===== src/rtl/fifo_wptr_full.sv =====
// Write-side pointer and full/level generator for the async FIFO.
// Holds the binary write pointer, publishes a registered Gray pointer for
// the read-domain synchronizer, and derives full, almost-full, fill level
// and a sticky overflow flag from the already-synchronized read pointer.
module fifo_wptr_full #(
  parameter int ADDR_WIDTH   = 3,
  parameter int AFULL_THRESH = 6
) (
  input  logic                  clk,
  input  logic                  rst,
  input  logic                  winc,
  input  logic [ADDR_WIDTH:0]   rq2_wptr_rd,
  output logic [ADDR_WIDTH-1:0] waddr,
  output logic [ADDR_WIDTH:0]   wptr,
  output logic                  wen,
  output logic                  wfull,
  output logic                  walmost_full,
  output logic [ADDR_WIDTH:0]   wlevel,
  output logic                  woverflow
);

  localparam int                PW      = ADDR_WIDTH + 1;
  localparam int                DEPTH   = 1 << ADDR_WIDTH;
  localparam logic [PW-1:0]     AFULL_P = PW'(AFULL_THRESH);

  function automatic logic [PW-1:0] bin2gray(input logic [PW-1:0] b);
    return (b >> 1) ^ b;
  endfunction

  // XOR prefix from the MSB down.
  function automatic logic [PW-1:0] gray2bin(input logic [PW-1:0] g);
    logic [PW-1:0] b;
    b[PW-1] = g[PW-1];
    for (int i = PW - 2; i >= 0; i--) begin
      b[i] = b[i+1] ^ g[i];
    end
    return b;
  endfunction

  logic [PW-1:0] wbin_p1;
  logic          acc_p0;
  logic [PW-1:0] wbin_p0;
  logic [PW-1:0] wgray_p0;
  logic [PW-1:0] rbin_p0;
  logic [PW-1:0] level_p0;
  logic          full_p0;
  logic          afull_p0;

  assign acc_p0 = winc && !wfull;
  assign wen    = acc_p0;
  assign waddr  = wbin_p1[ADDR_WIDTH-1:0];

  // ---- stage p0: next pointer and flags from current state + sync'd rptr
  always_comb begin
    wbin_p0  = wbin_p1 + {{(PW-1){1'b0}}, acc_p0};
    wgray_p0 = bin2gray(wbin_p0);
    rbin_p0  = gray2bin(rq2_wptr_rd);
    level_p0 = wbin_p0 - rbin_p0;
    // Full when the pointers match except for the two MSBs, which in Gray
    // code both flip after exactly one lap of the memory.
    full_p0  = (wgray_p0 == {~rq2_wptr_rd[PW-1:PW-2], rq2_wptr_rd[PW-3:0]});
    afull_p0 = (level_p0 >= AFULL_P);
  end

  // ---- stage p1: registered pointer, Gray output and status flags
  always_ff @(posedge clk) begin
    if (rst) begin
      wbin_p1      <= '0;
      wptr         <= '0;
      wfull        <= 1'b0;
      walmost_full <= 1'b0;
      wlevel       <= '0;
      woverflow    <= 1'b0;
    end else begin
      wbin_p1      <= wbin_p0;
      wptr         <= wgray_p0;
      wfull        <= full_p0;
      walmost_full <= afull_p0;
      wlevel       <= level_p0;
      woverflow    <= woverflow | (winc & wfull);
    end
  end

  a_wptr_one_bit : assert property (@(posedge clk) disable iff (rst)
    !$past(rst) |-> ($countones(wptr ^ $past(wptr)) <= 1));

  a_level_bound : assert property (@(posedge clk) disable iff (rst)
    wlevel <= PW'(DEPTH));

  a_no_wen_full : assert property (@(posedge clk) !(wen && wfull));

endmodule


===== config.mk =====
export PLATFORM = sky130hd
export DESIGN_NAME = fifo_wptr_full
export DESIGN_NICKNAME = d
export VERILOG_FILES = /design/src/rtl/fifo_wptr_full.sv
export SDC_FILE = /design/constraint.sdc
export NUM_CORES = 1
export LEC_CHECK = 0
export BUFFER_PORTS_ARGS = -buffer_cell sky130_fd_sc_hd__buf_4
export CAP_MARGIN = 25
export CORE_MARGIN = 10
export CORE_UTILIZATION = 42
export DETAILED_ROUTE_END_ITERATION = 12
export PLACE_DENSITY = 0.71
export SYNTH_ARGS = -nofsm -noshare
export SYNTH_HDL_FRONTEND = slang
export SYNTH_SLANG_ARGS = --single-unit

===== constraint.sdc =====
create_clock -name clk -period 1.9 [get_ports clk]
set_input_delay 0.19 -clock clk [delete_from_list [all_inputs] [get_ports clk]]
set_output_delay 0.19 -clock clk [all_outputs]
set_load 0.05 [all_outputs]

=== Yosys cells after proc, flatten, opt, wreduce, memory -nomap -nowiden ===
Cells that the tools add are included.

* Flip-flop bits (word level): 15
* Input bits: 7
* Output and inout bits: 15
* Logic and storage cells: 19

* $add $sub $neg: 2
* $lt $le $gt $ge: 1
* Equality and inequality tests: 1
* Bitwise operators: 7
* Reductions and logical operators: 2

{| class="wikitable"
|+ Operators with widths
! operator !! number
|-
| adder 4 x 1 -> 4 bit || 1
|-
| equality test 4 bit || 1
|-
| >= comparator 4 x 3 -> 1 bit, second input constant || 1
|-
| subtractor 4 bit || 1
|-
| XOR 3 x 4 -> 4 bit || 1
|-
| XOR 1 bit || 3
|-
| inverter 2 bit || 1
|-
| bitwise AND 1 bit || 1
|-
| logical AND 1 bit || 1
|-
| logical NOT 1 bit || 1
|-
| bitwise OR 1 bit || 1
|}

=== Depth between registers and ports, before layout ===
* Depth after elaboration: 5
* Depth in mapped cells: 8

=== Worst setup path after synthesis ===
No wires, ideal clock.

* Path kind: register -> register
* From: register wfull
* To: register walmost_full
* Arrival time: 2943 ps
* Required time: 1805 ps
* Setup slack: -1139 ps
* Stages on the path, launching flop included: 9
* Path buffers: 0
* Period minus slack after synthesis: 3039 ps
* Cell sequence: dfxtp_1 > nor2b_1 > ha_1 > ha_1 > ha_1 > nor2b_1 > o21a_1 > or4_4 > o311ai_1

* Cells in the longest elaborated chain, start to end: 5

{| class="wikitable"
|+ Ends and longest elaborated chain
! item !! RTL line !! source
|-
| start, declared || 16 || <nowiki>output logic wfull,</nowiki>
|-
| start signal, assigned || 77 || <nowiki>wfull <= full_p0;</nowiki>
|-
| logical NOT 1 bit || 49 || <nowiki>assign acc_p0 = winc && !wfull;</nowiki>
|-
| logical AND 1 bit || 49 ||
|-
| net wen || 15 || <nowiki>output logic wen,</nowiki>
|-
| adder 4 x 1 -> 4 bit || 55 || <nowiki>wbin_p0 = wbin_p1 + {{(PW-1){1'b0}}, acc_p0};</nowiki>
|-
| net wbin_p0[1] || 42 || <nowiki>logic [PW-1:0] wbin_p0;</nowiki>
|-
| subtractor 4 bit || 58 || <nowiki>level_p0 = wbin_p0 - rbin_p0;</nowiki>
|-
| >= comparator 4 x 3 -> 1 bit || 62 || <nowiki>afull_p0 = (level_p0 >= AFULL_P);</nowiki>
|-
| end signal, assigned || 78 || <nowiki>walmost_full <= afull_p0;</nowiki>
|-
| end, declared || 17 || <nowiki>output logic walmost_full,</nowiki>
|}

The timed path passes the listed nets, and every way through them passes these cells.
A chain may end at the register's enable or synchronous reset.

=== Worst setup path in the final report ===
* From: register wfull
* To: register walmost_full

* Cells in the longest elaborated chain, start to end: 5

{| class="wikitable"
|+ Ends and longest elaborated chain
! item !! RTL line
|-
| logical NOT 1 bit || 49
|-
| logical AND 1 bit || 49
|-
| adder 4 x 1 -> 4 bit || 55
|-
| net wbin_p0[1] || 42
|-
| subtractor 4 bit || 58
|-
| >= comparator 4 x 3 -> 1 bit || 62
|}

The timed path passes the listed nets, and every way through them passes these cells.

==> metrics.csv <==
metric,value,unit
synth.distinct_cells,20,
core,0.001471,sq mm
cts_buffers,3,
synth-seq-cells,14,
pre_cts_slack,-132.9,ps
layout-drive-gt1-share,47.37,%
grt_max_degree,15,
violations,setup timing,
setup_viol,2,
maxCapViolCount,0,
cp_data_required_time,2090,ps
start_kind,register,
power.density,988.3,mW/mm^2
final_common_cell,buf_4,
grt_use_total,8.604,%
status,finished with violations,
ys_seq_area_share,43.50,%
viasPerCell,4.694,
layout_common_cells,"30 x buf_4, 13 x dfxtp_1, 11 x nor2_1",
hold_slack,153.0,ps
cpMostUsedCell,ha_4,
hold_violations,0,
synth_area,644.4,sq um
fin_ws,-90.15,ps
dieArea,0.003501,sq mm
top_level_ports,22,
antennaDiodeCount,0,
portBuffers,21,
slew_viol_final,0,
cts_tree,built,
antenna_found_initial,0,
slowest_stage,or4_4,
vias,521,
drt-initial-drc-count,1,
relSlewSlack,81.24,%
cp-end-kind,register,
p_total,0.9979,mW
place.gp.congestion,0.7493,
path_clk_slew,90,ps
rsz0062_at_grt,yes,
synthesis.nets,75,
wl_per_cell,12.89,um
syn_to_final_growth,56.70,%
worst-setup-path-type,reg2reg,
clk-insertion-delay-late,280,ps
grt_pass1_wl,2304,um
n_fill_cell,130,
rows,14,
postRouteAntennaNets,0,
first_global_vias,518,
clk_path_buf_depth,2,
cts_sinks,14,
first_pass_iters,2,
clock-root-buffer,clkbuf_4,
yosysWarnings,0,
die_h,59.17,um
syn-mean-instance-area,10.39,sq um
drt-total-wl,1431,um
irDropWorstVdd,0.8365,mV
layout.nets,109,
finalCritPeriodShare,104.7,%
worstMarginPinSlew,280.2,ps
slowest_delay,430,ps
cp_max_fo,3,
critPathArrivalTime,2180,ps
fmax,502.5,MHz
path_cells,"nor2b_4, ha_4, ha_4, ha_4, nor2b_4, o21a_1, or4_4, o311ai_2",
initial_utilization,43.79,%
drc,0,
fin_skew,10.90,ps
synth_cells,62,
die_w,59.17,um
leakage,0.4769,nW
grt_overflow,0,
hold_class,in2reg,
fin_crit,1990,ps
place_hpwl,1188,um
h-tree-depth,1,
## where the power goes
group          switching (mW)  total, mW  internal [mW]
Sequential             0.0160      0.351          0.335
Combinational           0.282      0.472          0.190
Clock                  0.0931      0.175         0.0814
Total                   0.391      0.998          0.607
## routing by layer
layer | up-vias | global-route usage [%] | part of all wire [%]
met2 | 13 | 13.51 | 53
met3 | 4 | 3.433 | 5.0
met4 | 0 | 6.885 | 2.5
met5 | - | 0 | 0
met1 | 238 | 8.856 | 40
li1 | 266 | - | -
## sequential cells by signal, summed over array words and instances (netlist names)
| signal | cells |
|---|---|
| wlevel | 4 |
| wptr | 4 |
| wbin_p1 | 3 |
| walmost_full | 1 |
| wfull | 1 |
| woverflow | 1 |
## worst max-delay path: cells and delay by family (launching register included)
kind / cells / cell delay, ps
AO/OA/AOI/OAI: 2 / 260
flip-flops: 1 / 360
AND/OR/NAND/NOR: 3 / 680
adder cells (fa/ha/maj): 3 / 600
## cell families (layout without fill, tap and decap cells)
group,count (synthesis),after routing,synth area share (%)
buffers and inverters,5,38,2.911
AND/OR/NAND/NOR,18,18,13.98
XOR/XNOR,14,14,21.16
adder cells (fa/ha/maj),6,6,12.82
AO/OA/AOI/OAI,5,5,5.632
flip-flops,14,14,43.50
## path summary, 6_finish.rpt
kind	startpoint	slack, ps	end	cells after the start
max	wfull	-90	walmost_full	8
min	winc	150	woverflow	3
max reg2reg	wfull	-90	walmost_full	8
min reg2reg	woverflow	480	woverflow	2
## synth_stat cells (all sizes together)
cell | n | area [sq um]
nor2b | 2 | 12.51
xnor3 | 1 | 22.52
inv | 4 | 15.01
fa | 1 | 20.02
o311ai | 1 | 8.760
nand3 | 1 | 5.000
o211ai | 1 | 7.510
nor2 | 11 | 41.29
a21oi | 1 | 5.000
xnor2 | 7 | 61.31
or4 | 1 | 11.26
dfxtp | 14 | 280.3
clkbuf | 1 | 3.750
and4 | 1 | 10.01
a21boi | 1 | 7.510
and2 | 1 | 6.260
o21a | 1 | 7.510
ha | 5 | 62.56
xor2 | 6 | 52.55
nand2 | 1 | 3.750
## through the flow
step / util, % / cell area (sq um) / TNS (ps) / instances
3_5_place_dp: 63.52 / 934.6 / -224.3 / 106
3_3_place_gp: 63.52 / 934.6 / -178.7 / 106
5_1_grt: 68.62 / 1010 / -262.5 / 111
4_1_cts: 66.07 / 972.2 / -154.6 / 110
6_report: 68.62 / 1010 / -136.7 / 111
2_1_floorplan: - / 700.7 / -716.2 / 62
## what timing repair did
action | 4_1_cts | 5_1_grt
buffers inserted | 0 | 1
hold buffers | 0 | 0
gates resized for setup | 1 | 4
pin swaps | 2 | 1
setup endpoints to repair | 2 | 2
## layout make-up
type / instances / area, sq um / area share, %
Multi-Input combinational cell: 43 / 439.2 / 43.49
Sequential cell: 14 / 284.0 / 28.13
Timing Repair Buffer: 30 / 225.2 / 22.30
Clock buffer: 4 / 26.28 / 2.602
Tap cell: 16 / 20.02 / 1.983
Inverter: 4 / 15.01 / 1.487
(Power assumes the default switching activity.)
